## src/rtl/cond_issue_queue.sv

```systemverilog
// Conditional issue queue: evaluates ARM-style condition codes against
// the flags, enqueues passing words into a small FIFO and counts squashed words.
module cond_issue_queue #(
  parameter int DATA_W = 32,
  parameter int DEPTH  = 4,
  parameter int CNT_W  = 16
) (
  input  logic                       clk,
  input  logic                       rstN,
  input  logic                       inValid,
  output logic                       inReady,
  input  logic [DATA_W-1:0]          inData,
  input  logic [31:0]                cpsr,
  input  logic                       flush,
  output logic                       outValid,
  input  logic                       outReady,
  output logic [DATA_W-1:0]          outData,
  output logic [$clog2(DEPTH):0]     level,
  output logic [CNT_W-1:0]           issueCnt,
  output logic [CNT_W-1:0]           squashCnt
);

  localparam int PW = $clog2(DEPTH);
  localparam int LW = PW + 1;
  localparam logic [LW-1:0] FULL = LW'(DEPTH);

  logic [DATA_W-1:0] mem [DEPTH];
  logic [PW-1:0]     wrPtr;
  logic [PW-1:0]     rdPtr;
  logic              live;
  logic              condPass;
  logic              accept;
  logic              push;
  logic              drop;
  logic              pop;
  logic [3:0]        cond;
  logic              n, z, c, v;

  assign cond = inData[DATA_W-1 -: 4];
  assign n    = cpsr[31];
  assign z    = cpsr[30];
  assign c    = cpsr[29];
  assign v    = cpsr[28];

  // condition code evaluation against the current flags
  always_comb begin
    condPass = 1'b0;
    unique case (cond)
      4'h0: condPass = z;
      4'h1: condPass = !z;
      4'h2: condPass = c;
      4'h3: condPass = !c;
      4'h4: condPass = n;
      4'h5: condPass = !n;
      4'h6: condPass = v;
      4'h7: condPass = !v;
      4'h8: condPass = c && !z;
      4'h9: condPass = !c || z;
      4'hA: condPass = (n == v);
      4'hB: condPass = (n != v);
      4'hC: condPass = !z && (n == v);
      4'hD: condPass = z || (n != v);
      4'hE: condPass = 1'b1;
      4'hF: condPass = 1'b0;
    endcase
  end

  // handshake qualification; ready held low until the first edge after reset
  always_comb begin
    outValid = (level != '0);
    outData  = outValid ? mem[rdPtr] : '0;
    inReady  = live && (level < FULL) && !flush;
    accept   = inValid && inReady;
    push     = accept && condPass;
    drop     = accept && !condPass;
    pop      = outValid && outReady && !flush;
  end

  // storage needs no reset; contents are masked by level
  always_ff @(posedge clk) begin
    if (push) mem[wrPtr] <= inData;
  end

  // pointers, occupancy and ready-enable
  always_ff @(posedge clk or negedge rstN) begin
    if (!rstN) begin
      wrPtr <= '0;
      rdPtr <= '0;
      level <= '0;
      live  <= 1'b0;
    end else begin
      live <= 1'b1;
      if (flush) begin
        wrPtr <= '0;
        rdPtr <= '0;
        level <= '0;
      end else begin
        if (push) wrPtr <= wrPtr + PW'(1);
        if (pop)  rdPtr <= rdPtr + PW'(1);
        if (push && !pop)
          level <= level + LW'(1);
        else if (pop && !push)
          level <= level - LW'(1);
      end
    end
  end

  // saturating statistics, untouched by flush
  always_ff @(posedge clk or negedge rstN) begin
    if (!rstN) begin
      issueCnt  <= '0;
      squashCnt <= '0;
    end else begin
      if (push && issueCnt != '1)
        issueCnt <= issueCnt + CNT_W'(1);
      if (drop && squashCnt != '1)
        squashCnt <= squashCnt + CNT_W'(1);
    end
  end

endmodule

```

## config.mk

```make
export PLATFORM = sky130hd
export DESIGN_NAME = cond_issue_queue
export DESIGN_NICKNAME = d
export VERILOG_FILES = /design/src/rtl/cond_issue_queue.sv
export SDC_FILE = /design/constraint.sdc
export NUM_CORES = 1
export LEC_CHECK = 0
export CAP_MARGIN = 20
export CORE_ASPECT_RATIO = 1.1
export CORE_MARGIN = 2
export CORE_UTILIZATION = 47
export DETAILED_ROUTE_END_ITERATION = 16
export PLACE_DENSITY = 0.76
export SLEW_MARGIN = 5
export SYNTH_ARGS = -nofsm -noshare
export SYNTH_HDL_FRONTEND = slang
export SYNTH_SLANG_ARGS = --single-unit
```

## constraint.sdc

```tcl
create_clock -name clk -period 2.3 [get_ports clk]
set_input_delay 0.345 -clock clk [delete_from_list [all_inputs] [get_ports clk]]
set_output_delay 0.345 -clock clk [all_outputs]
set_load 0.1 [all_outputs]
```

; Word level (Yosys, flattened, before mapping)
; Memories as Yosys holds them, arrays and structs flattened.
; Cells that the tools add are included.
[classes]
n_reduce_logical = 28
n_addsub = 6
n_eq_ne = 19
n_lt_le_gt_ge = 1
mux = 11
[ops]
columns = operator, n
row1 = adder 16 x 1 -> 16 bit (second input constant), 2
row2 = == test 4 bit (second input constant), 8
row3 = 2-to-1 mux 32 bit, 1
row4 = inequality test 16 bit (second input constant), 2
row5 = == test 4 x 3 -> 1 bit (second input constant), 4
row6 = one-hot mux 1 bit (16 select lines), 1
row7 = logical AND 1 bit, 13
row8 = 2-to-1 mux 3 bit, 3
row9 = == test 4 x 2 -> 1 bit (second input constant), 2
row10 = zero test 1 bit, 8
row11 = 2-to-1 mux 2 bit, 4
row12 = nonzero test 3 bit, 2
row13 = adder 2 x 1 -> 2 bit (second input constant), 2
row14 = == test 4 x 1 -> 1 bit (second input constant), 1
row15 = zero test 4 bit, 1
row16 = nonzero test 2 bit, 2
row17 = adder 3 x 1 -> 3 bit (second input constant), 1
row18 = less-than comparator 3 bit (second input constant), 1
row19 = subtractor 3 x 1 -> 3 bit (second input constant), 1
row20 = logical OR 1 bit, 2
row21 = 2-to-1 mux 1 bit, 2
row22 = == test 1 bit, 1
row23 = inequality test 1 bit, 1
[totals]
ram_bits = 128
wordCells = 72
register_bits = 40
inputBits = 69
memories = 1
output_inout_bits = 69
[mem_list]
columns = name, words, word_bits, read_ports, rd_clocked_by_memory_dff, write_ports, line_no
row1 = mem, 4, 32, 1, 0, 1, 27  ; logic [DATA_W-1:0] mem [DEPTH];

; Logic depth before layout (Yosys ltp)
[depth]
word_depth = 10
mapped_depth = 10
ltp_nobuf = 9

; Worst setup path after synthesis
; Ideal clock, no wire load.
[synth_timing]
path_kind = reg2out
from = reg level[2]
to = out outData[22]
path_slack_ns = -1.121
path_stages_with_launch = 4
t_arrival_ns = 3.076
required_time_ns = 1.955
path_buffers = 1
path_cell_list = dfrtp_1 > or3_1 > clkbuf_1 > and2_1
[synth_via]
elab_chain_len = 2
[synth_rtl]
columns = element, line_no
row1 = "start, declared", 18  ; output logic [$clog2(DEPTH):0] level,
row2 = "start signal, assigned", 101  ; level <= level + LW'(1);
row3 = "start signal, assigned", 103  ; level <= level - LW'(1);
row4 = nonzero test 3 bit, 70  ; outValid = (level != '0);
row5 = net outValid, 15  ; output logic outValid,
row6 = 2-to-1 mux 32 bit, 71  ; outData = outValid ? mem[rdPtr] : '0;
row7 = "end, declared", 17  ; output logic [DATA_W-1:0] outData,
; The timed path passes the listed nets, and every way through them passes these cells.

; Worst setup path after layout
[layout_timing]
from = reg rdPtr[0]
to = out outData[12]
[layout_via]
elab_chain_len = 2
[layout_rtl]
columns = element, line_no
row1 = "start, declared", 29  ; logic [PW-1:0] rdPtr;
row2 = "start signal, assigned", 99  ; if (pop) rdPtr <= rdPtr + PW'(1);
row3 = memory (4 x 32 bit), n/a
row4 = 2-to-1 mux 32 bit, 71
; Every way passes these cells.

==> qor.txt <==
Outcome: finished with violations
Failing checks: setup timing
Ports: 138
Post-synthesis cell area: 0.00707 mm2
Worst Setup End Kind: output pin
Rel. slew slack: 42.1%
Final core occ: 66.9%
Post-synth cell types: 51
Die Wd: 121 um
GP Congestion: 0.861
Worst slew pin tran: 0.869 ns
Final nets: 653
DR WL met3: 925 um
ANT nets after route: 0
Final Cell Area: 0.00995 mm2
Initial Util: 47.5%
Clock Root Buffer: clkbuf_16
Worst EP required: 1.96 ns
Pint: 6.98 mW
Routed vias/inst: 5.37
Sw frac: 38.8%
Pins over their slew limit: 0
Worst-path clk slew: 0.06 ns
CTS max path bufs: 2
Syn Nets: 490
Async SR Flop Fraction: 23.8%
DR DRC count: 0
Clock power share: 24.7%
Synth-to-Final Area Change: 40.7%
Core Area: 0.0149 mm2
Initial DRC Count: 227
WL met1: 5870 um
Mapped Cells: 414
# diodes: 0
WL final: 14900 um
CTS tree: yes
Avg Cell Area, Syn: 17.1 um2
Final std cells w/o fill: 786
Power per Cell Area: 1150 mW/mm2
Drt pass-1 iters: 4
WL/cell: 19.0 um
Worst Hold Class: input port to async pin
CTS sink count: 168
Final setup viols: 27
Combinational share of power: 44.3%
Via Count: 4223
Hpwl dp: 9750 um
EDFF count, synth: 128
Minimum clock period after layout: 2.36 ns
Fillers: 970
Tot GR Track Use: 19.3%
Worst Setup SP: rdPtr[0]
I/O Buffers: 109
GRT Residual Overflow: 0
Fmax achieved: 423 MHz
Most frequent cells in the layout: edfxtp_1 (128), buf_4 (66), buf_12 (46), and2_4 (39), mux4_2 (32)
Top_reg_cell synth: edfxtp_1
CTS Buf Count: 17
Die H: 133 um
FF+latch count, synth: 168
Psw: 4.42 mW
Placed cells: 744
Max_cap viols: 0
Met2 wire length: 7930 um
Die area: 0.0160 mm2
Crit path DAT: 2.02 ns
Setup ws final: -0.0618 ns
Pleak: 3.75 nW
Post-route setup TNS: -0.804 ns
Crit share post-route: 103%
Peak supply drop: 0.882 mV
Reg-to-Reg Start: level[2]
DP Area: 0.00913 mm2
Final Hold Viols: 0
First-pass GRT wire length: 23500 um
CTS H-tree lvls: 4
Part of the power in registers: 31.0%
Unrepaired setup endpoints after global routing: true
Vias in the first global route: 4362
Antenna violations before repair: 0
Commonest non-fill, non-tap cell in the layout: edfxtp_1
Crit-path max FO: 8
Synth warn: 0
Seq/Total Area, Yosys: 68.5%
Clock skew: 0.00823 ns
Crit Path Category: register to output pin
Top Layer Used: met4
Startpoint types: register
Largest net degree at the start of global routing: 41
# rows: 47
Clock latency on the worst-skew pair: 0.43 ns
Share of cells above drive strength 1: 47.3%
==> power groups by stage <==
stage	clock network [mW]	logic, mW	registers, mW
after CTS	2.86	5.07	3.53
final	2.81	5.05	3.53
after detailed placement	0	4.85	3.58
after global routing	2.99	5.23	3.55
after global placement	0	4.80	3.57
after floorplan	0	2.69	4.10
==> synthesized netlist by cell type (4+ instances only) <==
cell / n / area share (%)
edfxtp_1: 128 / 54
dfrtp_1: 40 / 14
and2_1: 36 / 3.2
mux4_2: 32 / 10
xnor2_1: 18 / 2.2
nand2_1: 17 / 0.90
nor2_1: 17 / 0.90
xor2_1: 17 / 2.1
clkbuf_1: 10 / 0.53
and3_1: 9 / 0.80
nand3_1: 9 / 0.64
nand4_1: 9 / 0.80
inv_1: 7 / 0.37
ha_1: 6 / 1.1
and2_2: 4 / 0.42
nor4_1: 4 / 0.35
==> routing by layer <==
metal / vias to the layer above / GRT usage [%]
li1: 1898 / -
met3: 22 / 5.34
met5: - / 0
met4: 0 / 6.40
met1: 2172 / 24.5
met2: 131 / 32.1
==> state kept, by name, summed over array words and instances (netlist names) <==
name,count
live,1
squashCnt,16
wrPtr,2
level,3
rdPtr,2
issueCnt,16
mem,128
==> cell type report <==
class	count	area, um2	share of cell area, %
flip-flops and latches	168	4890	49.1
multi-input cells	222	2270	22.8
repair buffers	161	1930	19.4
clock buffers	19	433	4.35
well taps	196	245	2.46
clock inverters	13	154	1.55
inverters	7	26.3	0.264
==> worst paths after layout <==
path / to / slack [ns] / cells past startpoint
max in group asynchronous: level[2] / 1.62 / 1
hold / removal: issueCnt[6] / 0.04 / 1
min in group clk: mem[3][28] / 0.39 / 2
setup / recovery: outData[12] / -0.06 / 4
hold reg to reg: squashCnt[5] / 0.48 / 1
setup reg to reg: level[2] / 0.11 / 7
==> critical path, cell delays in order (launching register included) <==
cell	delay (ns)
dfrtp_2	0.51
buf_12	0.19
mux4_2	0.53
and2_4	0.20
buf_12	0.16
==> stage by stage <==
stage | worst slack [ns] | total power, mW | hold slack (ns)
floorplan | -0.380 | 6.78 | 0.0494
global placement | -0.691 | 8.37 | 0.457
global route | -0.134 | 11.8 | 0.122
CTS | -0.102 | 11.5 | 0.0604
finish | -0.0618 | 11.4 | 0.0352
detailed placement | -0.801 | 8.43 | 0.468
==> kinds of logic (layout without fill, tap and decap cells) <==
family                     count (synthesis)  count (layout)  share of synthesized area, %
buffers and inverters                     24             200                          1.65
DFF                                      168             168                          68.5
other                                      1               1                        0.0530
adders and majority gates                  7               7                          1.34
and+or+nand+nor                          122             122                          9.99
xor gates and xnor gates                  36              36                          4.56
muxes                                     40              40                          11.5
AOI/OAI and AO/OA                         16              16                          2.42
==> what timing repair did <==
action,in CTS,in global routing
setup endpoints to repair,194,173
pin swaps,6,8
hold buffers,0,0
buffers inserted,5,2
resized for setup,42,15
cloned,1,3
(Power assumes the default switching activity.)
==> patch, RTL diff (same flow settings) <==
The parameter `DEPTH` goes from 4 to 8.
--- a/src/rtl/cond_issue_queue.sv
+++ b/src/rtl/cond_issue_queue.sv
@@ -4,3 +4,3 @@
   parameter int DATA_W = 32,
-  parameter int DEPTH  = 4,
+  parameter int DEPTH  = 8,
   parameter int CNT_W  = 16
Interface: changed (resized level); port bits go from 138 to 139. The function was not compared with the original's and may differ.
==> patch against the original RTL <==
- the run still ends with setup timing left
- setup slack lost 0.32 ns
- area after synthesis grew 70%
- routed wire length grew 90%
- largest power group unchanged
- clock skew grew 0.0016 ns
- power grew 92%
- sequential power grew 76%
- sequential cell count grew 131
- final area grew 66%
- highest routed layer is now met5
==> patch: results <==
metrics = {
    "run_status": {
        "status": "finished with violations",
        "failed_checks": "setup timing",
    },
    "critical_path": {
        "reg2reg_setup_slack_ns": 0.05,
        "arrival_ns": 2.34,
        "max_stage_delay_ns": 0.50,
        "ff2ff_path_depth": 11,
        "r2r-end": "level[3]",
        "rr_startpoint": "level[3]",
        "critical_path.max_fanout": 6,
    },
    "synth": {
        "sequential_to_total_area_share_from_yosys_stat": 0.730,
        "synth_cell_count_leaders": "edfxtp_1 (256), mux4_2 (64), nor2_1 (46)",
        "post_synth_inst_count": 640,
        "post_synth_edffs": 256,
        "yosys-mux-area-fraction": 0.153,
        "synthTopCellsByArea": "edfxtp_1 (64%), mux4_2 (12%), dfrtp_1 (9.0%), mux2i_1 (3.0%), xnor2_1 (1.9%)",
        "synth_async_sr_flop_share": 0.144,
        "synth_compound_gate_area_share": 0.00917,
        "synth_cell_type_count": 46,
        "synth_nets": 716,
        "synth_top_area_frac": 0.640,
        "synth-xor-area-share": 0.0285,
        "post_synth_fa_ha_maj_area_fraction": 0.00792,
    },
    "final_layout": {
        "reg_top3": "mem: 256 flops, issueCnt: 16 flops, squashCnt: 16 flops",
        "layout-drive-gt1-share": 0.455,
        "fillCellCount": 1584,
        "finish.cell_count_without_fillers": 1173,
        "final_net_count": 909,
    },
    "placed_design": {
        "place_worst_setup_slack_ns": -0.921,
        "placement.cell_area_um2": 14700,
        "numPortBuffers": 110,
        "gp_congestion": 0.812,
        "hpwlAfterDp_um": 16100,
        "dp.cells": 1091,
    },
    "global_routing": {
        "first_global_vias": 7227,
        "antenna_violations_before_repair": 2,
        "wire_length_of_the_first_global_routing_pass_um": 43300,
        "track_usage": 0.215,
        "largest_net_degree_at_the_start_of_global_routing": 45,
    },
    "timing": {
        "setup-tns-final_ns": -10.58,
        "setup_violations": 32,
        "worst_slew_pin_slew_ns": 0.728,
        "layout_setup_ws_ns": -0.382,
        "timing.clock.skew_ns": 0.00984,
    },
    "detailed_routing": {
        "drt-initial-drc-count": 410,
        "detail_route.wirelength_um": 28400,
        "detailedRoute.firstPassIterationCount": 5,
        "num_vias": 6687,
    },
    "power_and_ir_drop": {
        "leakage_power_nw": 5.70,
        "ir_drop_worst_case_vdd_uv": 1340,
    },
    "cts": {
        "cts_buffer_depth": 3,
        "numCtsBuffers": 30,
        "htree_num_levels": 1,
        "later_pin_clock_latency_in_the_skew_report_ns": 0.55,
    },
    "worst_hold_path": {
        "worstHoldPathType": "in -> reg",
    },
}
patch: how the worst max path moves through the flow:
stage / depth (start not counted) / to / startpoint / slack [ns]
detailed placement: 14 / level[3] / inData[28] / -0.92
floorplan: 4 / mem[4][0] / level[3] / -1.28
global placement: 14 / level[3] / inData[28] / -0.85
global route: 6 / outData[20] / rdPtr[0] / -0.43
CTS: 6 / outData[26] / rdPtr[0] / -0.37
finish: 6 / outData[3] / rdPtr[0] / -0.38
patch: metal layers:
| metal | wire length, µm | part of all wire | GRT usage |
|---|---|---|---|
| met4 | 575 | 0.020 | 0.0542 |
| met2 | 14900 | 0.52 | 0.379 |
| met5 | 13 | 0.00046 | 0 |
| met3 | 1630 | 0.057 | 0.0348 |
| met1 | 11300 | 0.40 | 0.282 |
patch: repair_timing:
action                                 in CTS  in global routing
gates resized for setup                    64                 44
hold buffers                                1                  0
setup buffers                              14                  2
endpoints found under the hold margin      31                  0
pin swaps                                   8                 19
cloned                                      9                  1
setup endpoints to repair                 294                281
patch: layout make-up:
type | instances | area [µm²] | share of cell area
antenna | 1 | 2.50 | 0.000151
timing repair buffer | 192 | 2380 | 0.144
sequential | 299 | 8790 | 0.532
tap | 315 | 394 | 0.0238
multi-input combinational | 302 | 3950 | 0.239
clock buffer | 35 | 791 | 0.0478
clock inverter | 21 | 191 | 0.0116
inverter | 8 | 30.0 | 0.00182
patch: cell families after synthesis:
| group | count (synthesis) |
|---|---|
| AO/OA/AOI/OAI | 14 |
| flip-flops | 299 |
| buffers and inverters | 39 |
| XOR/XNOR | 39 |
| AND/OR/NAND/NOR | 138 |
| adder cells (fa/ha/maj) | 7 |
| other | 1 |
| multiplexers | 103 |
patch: power by group:
part	internal [mW]	switching [mW]
logic	4.14	6.71
registers	6.04	0.190
clock network	2.80	2.05
patch: through the flow:
| stage | util | hold slack, ns |
|---|---|---|
| after detailed placement | 0.585 | 0.448 |
| final | 0.656 | 0.249 |
| after CTS | 0.647 | 0.408 |
| after floorplan | - | 0.0494 |
| after global routing | 0.656 | 0.261 |
| after global placement | 0.585 | 0.427 |
patch: worst register-to-register path, stage by stage, from the launching register on:
cell     delay [ns]
dfrtp_4        0.52
nor3b_4        0.22
nand3_2        0.12
a21oi_4        0.15
nand2_2        0.07
ha_1           0.28
a21o_1         0.18
a21oi_2        0.15
and2_1         0.14
mux2i_1        0.07
xor2_1         0.16
nor2_1         0.11
